[config.mk]
export PLATFORM = sky130hd
export DESIGN_NAME = mem_arbiter
export DESIGN_NICKNAME = d
export VERILOG_FILES = /design/src/rtl/mem_arbiter.sv
export SDC_FILE = /design/constraint.sdc
export NUM_CORES = 1
export LEC_CHECK = 0
export ABC_CLOCK_PERIOD_IN_PS = 2200
export CAP_MARGIN = 20
export CORE_AREA = 4 4 93 95
export CTS_CLUSTER_DIAMETER = 80
export CTS_CLUSTER_SIZE = 40
export DETAILED_ROUTE_END_ITERATION = 10
export DIE_AREA = 0 0 97 99
export GPL_ROUTABILITY_DRIVEN = 0
export PLACE_DENSITY = 0.73
export REMOVE_ABC_BUFFERS = 1
export SLEW_MARGIN = 10
export SYNTH_ARGS = -nofsm -noshare
export SYNTH_HDL_FRONTEND = slang
export SYNTH_SLANG_ARGS = --single-unit
[constraint.sdc]
create_clock -name clk -period 2.2 [get_ports clk]
set_input_delay 0.66 -clock clk [delete_from_list [all_inputs] [get_ports clk]]
set_output_delay 0.66 -clock clk [all_outputs]
set_load 0.02 [all_outputs]
[src/rtl/mem_arbiter.sv]
// Two-port round-robin arbiter and sequencer for the CPU's single-port memory.
// One access per grant: IDLE accept, ACCESS strobe, RESP completion.
module mem_arbiter #(
  parameter int ADDR_W = 8,
  parameter int DATA_W = 16
) (
  input  logic              clk,
  input  logic              rst,
  input  logic              req0_valid,
  input  logic              req0_we,
  input  logic [ADDR_W-1:0] req0_addr,
  input  logic [DATA_W-1:0] req0_wdata,
  output logic              req0_ready,
  output logic              req0_done,
  output logic [DATA_W-1:0] req0_rdata,
  input  logic              req1_valid,
  input  logic              req1_we,
  input  logic [ADDR_W-1:0] req1_addr,
  input  logic [DATA_W-1:0] req1_wdata,
  output logic              req1_ready,
  output logic              req1_done,
  output logic [DATA_W-1:0] req1_rdata,
  output logic              mem_en,
  output logic              mem_we,
  output logic [ADDR_W-1:0] mem_addr,
  output logic [DATA_W-1:0] mem_wdata,
  input  logic [DATA_W-1:0] mem_rdata,
  output logic              busy
);

  typedef enum logic [1:0] {IDLE, ACCESS, RESP} state_t;

  state_t            state;
  logic              last_grant;
  logic              win;
  logic              cmd_we;
  logic [DATA_W-1:0] rdata0_q;
  logic [DATA_W-1:0] rdata1_q;
  logic              grant0;
  logic              grant1;
  logic              rd_resp;

  // Port 0 wins unless port 1 is also valid and port 0 was granted last
  assign grant0 = req0_valid & (~req1_valid | last_grant);
  assign grant1 = req1_valid & ~grant0;

  assign req0_ready = (state == IDLE) & grant0;
  assign req1_ready = (state == IDLE) & grant1;
  assign busy       = (state != IDLE);

  // RAM data arrives in RESP; pass it through then, hold it afterwards
  assign rd_resp    = (state == RESP) & ~cmd_we;
  assign req0_rdata = (rd_resp & ~win) ? mem_rdata : rdata0_q;
  assign req1_rdata = (rd_resp & win)  ? mem_rdata : rdata1_q;

  // Sequencer FSM with registered memory strobes and completion pulses
  always_ff @(posedge clk) begin
    if (rst) begin
      state      <= IDLE;
      last_grant <= 1'b1;
      win        <= 1'b0;
      cmd_we     <= 1'b0;
      mem_en     <= 1'b0;
      mem_we     <= 1'b0;
      mem_addr   <= '0;
      mem_wdata  <= '0;
      req0_done  <= 1'b0;
      req1_done  <= 1'b0;
      rdata0_q   <= '0;
      rdata1_q   <= '0;
    end else begin
      unique case (state)
        IDLE: begin
          if (grant0 | grant1) begin
            state  <= ACCESS;
            mem_en <= 1'b1;
            win    <= grant1;
            if (grant1) begin
              mem_we    <= req1_we;
              cmd_we    <= req1_we;
              mem_addr  <= req1_addr;
              mem_wdata <= req1_wdata;
            end else begin
              mem_we    <= req0_we;
              cmd_we    <= req0_we;
              mem_addr  <= req0_addr;
              mem_wdata <= req0_wdata;
            end
          end
        end
        ACCESS: begin
          state     <= RESP;
          mem_en    <= 1'b0;
          mem_we    <= 1'b0;
          req0_done <= ~win;
          req1_done <= win;
        end
        RESP: begin
          state      <= IDLE;
          req0_done  <= 1'b0;
          req1_done  <= 1'b0;
          last_grant <= win;
          if (!cmd_we) begin
            if (win) rdata1_q <= mem_rdata;
            else     rdata0_q <= mem_rdata;
          end
        end
        default: state <= IDLE;
      endcase
    end
  end

endmodule
-- Word-level counts from Yosys, hierarchy flattened
Index checks and enable logic that the tools add are counted.
- eq/ne operators: 3
- muxes and demuxes: 13
- bitwise logic cells: 13
- reduce and logical (&&, ||, !) cells: 8
- operator list (cell ; number):
    $mux 16 ; 3
    $mux 8 ; 1
    $pmux 1 s2 ; 4
    $and 1x1->1 ; 7
    $reduce_and 3->1 ; 2
    $reduce_bool 2->1 ; 3
    $not 1->1 ; 4
    $pmux 2 s2 ; 1
    $reduce_and 2->1 ; 2
    $mux 1 ; 3
    $eq 2x1->1 const B ; 1
    $eq 2x2->1 const B ; 1
    $logic_not 2->1 ; 1
    $mux 2 ; 1
    $ne 2x1->1 const B ; 1
    $or 1x1->1 ; 2
- register bits: 65
- bits of input ports: 70
- output and inout bits: 63
- word-level logic and storage cells: 49

-- Logic depth before layout (Yosys ltp)
- word-level depth: 8
- gate-level depth with buffers: 7
- mapped depth without buffers: 5

-- Worst setup path before layout
No wires, ideal clock.
- path type: register to output
- from: register state[0]
- to: output port req0_rdata[0]
- arrival: 1558 ps
- required time: 1540 ps
- setup slack: -18 ps
- cell stages (with the launch flop): 6
- path buffers: 1
- cell sequence: dfxtp_1 > inv_1 > ha_1 > nor3b_4 > buf_6 > mux2_2
- longest elaborated chain between the ends: 4
- RTL lines (item ; RTL line ; RTL):
    from (decl) ; 33 ; state_t state;
    from (signal assigned) ; 59 ; state <= IDLE;
    from (signal assigned) ; 75 ; state <= ACCESS;
    from (signal assigned) ; 92 ; state <= RESP;
    $eq 2x2->1 ; 52 ; assign rd_resp = (state == RESP) & ~cmd_we;
    $and 1x1->1 ; 52 ;
    $and 1x1->1 ; 53 ; assign req0_rdata = (rd_resp & ~win) ? mem_rdata : rdata0_q;
    $mux 16 ; 53 ;
    to (decl) ; 15 ; output logic [DATA_W-1:0] req0_rdata,
Every way passes these cells.

-- Final worst setup path
- from: register state[0]
- to: output port req0_rdata[7]
The elaborated chain is that of the path after synthesis.

==> impl_results.rst <==
.. list-table::
   :header-rows: 1

   * - Metric
     - Value
   * - Status
     - complete, but fails checks
   * - Violations in the final reports
     - negative setup slack
   * - Critical R2R Launch
     - state[0]
   * - Critical path data arrival time
     - around 1800 ps
   * - Most frequent cells in the layout
     - 95 x sky130_fd_sc_hd__clkdlybuf4s50_1, 63 x sky130_fd_sc_hd__dfxtp_1, 53 x sky130_fd_sc_hd__nand2_1
   * - CTS sink cnt
     - 65
   * - Fraction of the mapped netlist area in compound gates
     - 0.124
   * - Row Count
     - 32
   * - CTS Buffer Depth
     - 2
   * - Mux contribution to synthesized area
     - 0.143
   * - Data required time at the worst endpoint
     - 1540 ps
   * - Static leakage
     - roughly 2.1 nW
   * - Crit Path Class
     - flip-flop to output port
   * - Final count of hold timing violations
     - 0
   * - Register-to-Register Setup Slack
     - 530 ps
   * - Antenna Violating Nets Remaining
     - 0
   * - TritonCTS clock tree
     - done
   * - Max Cap Viol
     - 0
   * - Synth Area in Simple Gates
     - 0.193
   * - Crit-path most repeated cell
     - sky130_fd_sc_hd__buf_6
   * - Post-synthesis cell type count
     - 32
   * - Number of synthesized register bits
     - 65
   * - Worst setup skew after layout
     - between 10 and 15 ps
   * - Area Overhead vs Synth
     - 75.4%
   * - Dpl hpwl
     - 5.35 mm
   * - Min Clock Period, post-route
     - 2420 ps
   * - Clock Latency Late Sink
     - 330 ps
   * - Setup repair after global routing missed its margin
     - true
   * - Via density per instance
     - 4.70
   * - Slew of the pin with the lowest slew margin
     - 270 ps
   * - Port Buffer Count
     - 132
   * - Ordered cell list for the critical path
     - inv_2 > ha_4 > nor3b_4 > buf_6 > buf_12 > mux2_4 > buf_6
   * - Total design power
     - 0.00335 W
   * - Area of the core region
     - just under 0.008 mm²
   * - Level count of the clock H-tree
     - 3
   * - Area share of fa/ha/maj cells after synthesis
     - 0.0183
   * - Die X-Extent
     - 97 µm
   * - Tcrit/Tclk final
     - 1.10
   * - Fraction of layout instances using a drive strength above 1
     - 0.298
   * - Floorplan die height
     - 99 µm
   * - Post-cts hold buffer count
     - 0
   * - Vias in the first global route
     - 2551
   * - Category of the worst setup path launch point
     - flip-flop
   * - Total wire length
     - 7.84 mm
   * - Die ar.
     - 0.00960 mm²
   * - Cell at the slowest stage of the critical path
     - sky130_fd_sc_hd__dfxtp_2
   * - Inserted Diodes
     - 0
   * - Worst hold path startpoint
     - mem_en
   * - Synthesis Warnings
     - 0
   * - Maximum number of pins on one net before global-route repair
     - 51
   * - Root buffer cell
     - sky130_fd_sc_hd__clkbuf_8
   * - Vias after detailed routing
     - 2578
   * - Synthesized instance count
     - 288
   * - Dominant combinational cell family by area after synthesis
     - simple AND/OR/NAND/NOR gates
   * - DR pass1 iterations
     - 4
   * - Per-cell routed wire length
     - 14.3 µm
   * - Final setup vio count
     - 32
   * - Number of buffers created by CTS
     - 9
   * - Number of antenna violations at the first check in global routing
     - 0
   * - Drt initial violations
     - 52
   * - Number of remaining DRC errors
     - 0
   * - Average cell area after synthesis
     - 9.48 µm²
   * - Final #Nets
     - 515
   * - Total power per unit cell area
     - around 700 mW/mm²
   * - Achievable frequency
     - 414 MHz
   * - Sink of the worst hold path
     - mem_en
   * - Sort of element at the end of the critical path
     - output port
   * - Overall overflow remaining after global route
     - 0
   * - Worst relative slew slack
     - 0.820
   * - Leading cell type in the layout, fill and taps excluded
     - sky130_fd_sc_hd__clkdlybuf4s50_1
   * - Sequential cell area
     - between 0.001 and 0.0015 mm²
   * - Register area share after synthesis
     - 0.477
   * - Max stage delay on crit path
     - around 320 ps
   * - Xor and xnor area share after synthesis
     - 0
   * - Number of cells traversed by the worst hold path
     - 2
   * - Global-route wire length before repair
     - 12.1 mm
   * - Post-route worst setup slack
     - -216 ps
   * - Final Max Slew Viols
     - 0
   * - Worst slack after detailed placement
     - -506 ps
   * - Post-CTS clock slew at the launch and capture registers of the worst setup and hold paths
     - 70 ps
   * - Worst-path fanout max
     - 8
   * - Capture point of the worst reg-to-reg path
     - rdata0_q[11]
   * - Worst min-delay path class
     - flip-flop to flip-flop
   * - Netlist area before placement
     - 0.00273 mm²
   * - Hold WS
     - 473 ps
   * - Top Ports
     - 133
   * - GRT Resource Usage Total
     - 0.154
   * - Finished Core Util
     - 0.620
   * - Starting density of the core
     - 0.353
   * - Number of cells traversed by the worst register-to-register path
     - 8
   * - IR Drop Worst-Case VDD
     - 0.365 mV
   * - Fillcell total
     - 656
   * - Area of the multi-input gates
     - 0.00145 mm²
==> what timing repair did <==
action	4_1_cts	5_1_grt
buffers inserted	4	5
endpoints found under the setup margin	35	33
cloned	1	1
gates resized for setup	199	49
endpoints found under the hold margin	0	0
pin swaps	2	0
==> cells in the mapped netlist, drive strengths merged <==
master / instances / area (µm²)
a211oi: 1 / 7.51
a21bo: 1 / 10.0
a21boi: 2 / 18.8
a21oi: 3 / 15.0
a221oi: 1 / 8.76
a311oi: 9 / 78.8
a31oi: 15 / 93.8
and2: 32 / 213
buf: 6 / 36.3
clkbuf: 15 / 67.6
dfxtp: 65 / 1300
ha: 4 / 50.1
inv: 5 / 18.8
mux2: 32 / 360
mux2i: 3 / 30.0
nand2: 53 / 199
nand2b: 1 / 6.26
nand3b: 2 / 18.8
nor2: 16 / 60.1
nor3: 1 / 5.00
nor3b: 2 / 26.3
o211ai: 1 / 7.51
o21a: 1 / 7.51
o21ai: 15 / 75.1
o21bai: 2 / 15.0
==> cell families (layout without fill, tap and decap cells) <==
kind of cell               Yosys count  after routing
AOI/OAI and AO/OA                   51             51
adders and majority gates            4              4
buffers and inverters               26            184
DFF                                 65             65
muxes                               35             35
and+or+nand+nor                    107            107
==> layout make-up <==
| class | instances | area share |
|---|---|---|
| clock inverter | 5 | 0.0112 |
| clock buffer | 11 | 0.0316 |
| inverter | 5 | 0.00392 |
| multi-input combinational | 197 | 0.304 |
| sequential | 65 | 0.272 |
| tap | 102 | 0.0266 |
| timing repair buffer | 163 | 0.351 |
==> flip-flops by register name, summed over array words and instances, names as in the netlist <==
signal      cells
cmd_we          1
last_grant      1
mem_addr        8
mem_en          1
mem_wdata      16
mem_we          1
rdata0_q       16
rdata1_q       16
req0_done       1
req1_done       1
state           2
win             1
==> where the power goes <==
group          leakage, nW  switching (W)  internal, W  total, W
Combinational         1.46       0.000451     0.000534  0.000985
Sequential           0.533      0.0000568      0.00128   0.00134
Clock                0.109       0.000441     0.000581   0.00102
Total                 2.10       0.000948      0.00240   0.00335
==> through the flow <==
stage / instance area (µm²) / setup TNS (ps) / std cells
floorplan: 2630 / -1660 / 267
global placement: 4280 / -12420 / 521
detailed placement: 4280 / -12790 / 521
CTS: 4560 / -5820 / 542
global route: 4790 / -8170 / 548
finish: 4790 / -5780 / 548
==> worst max path at each step <==
stage                from              to  depth (start not counted)
6_report         state[0]   req0_rdata[7]                          7
5_1_grt          state[0]  req0_rdata[15]                          7
4_1_cts          state[0]  req0_rdata[15]                          7
3_5_place_dp   req1_valid      req1_ready                          4
3_3_place_gp   req1_valid      req1_ready                          4
2_1_floorplan    state[0]   req0_rdata[0]                          4
==> routing by layer <==
metal  routed length, µm  track usage  share of wire
met2                3760        0.258           0.48
met4                 122       0.0605          0.016
met1                3270        0.173           0.42
met5                   0            0              0
met3                 696       0.0644          0.089
==> worst max-delay path, delay by kind of cell (launching register included) <==
family / cells / cell delay [ps]
multiplexers: 1 / 320
buffers and inverters: 4 / 490
adder cells (fa/ha/maj): 1 / 130
flip-flops: 1 / 320
AND/OR/NAND/NOR: 1 / 170
Power figures use the tool's default switching activity.
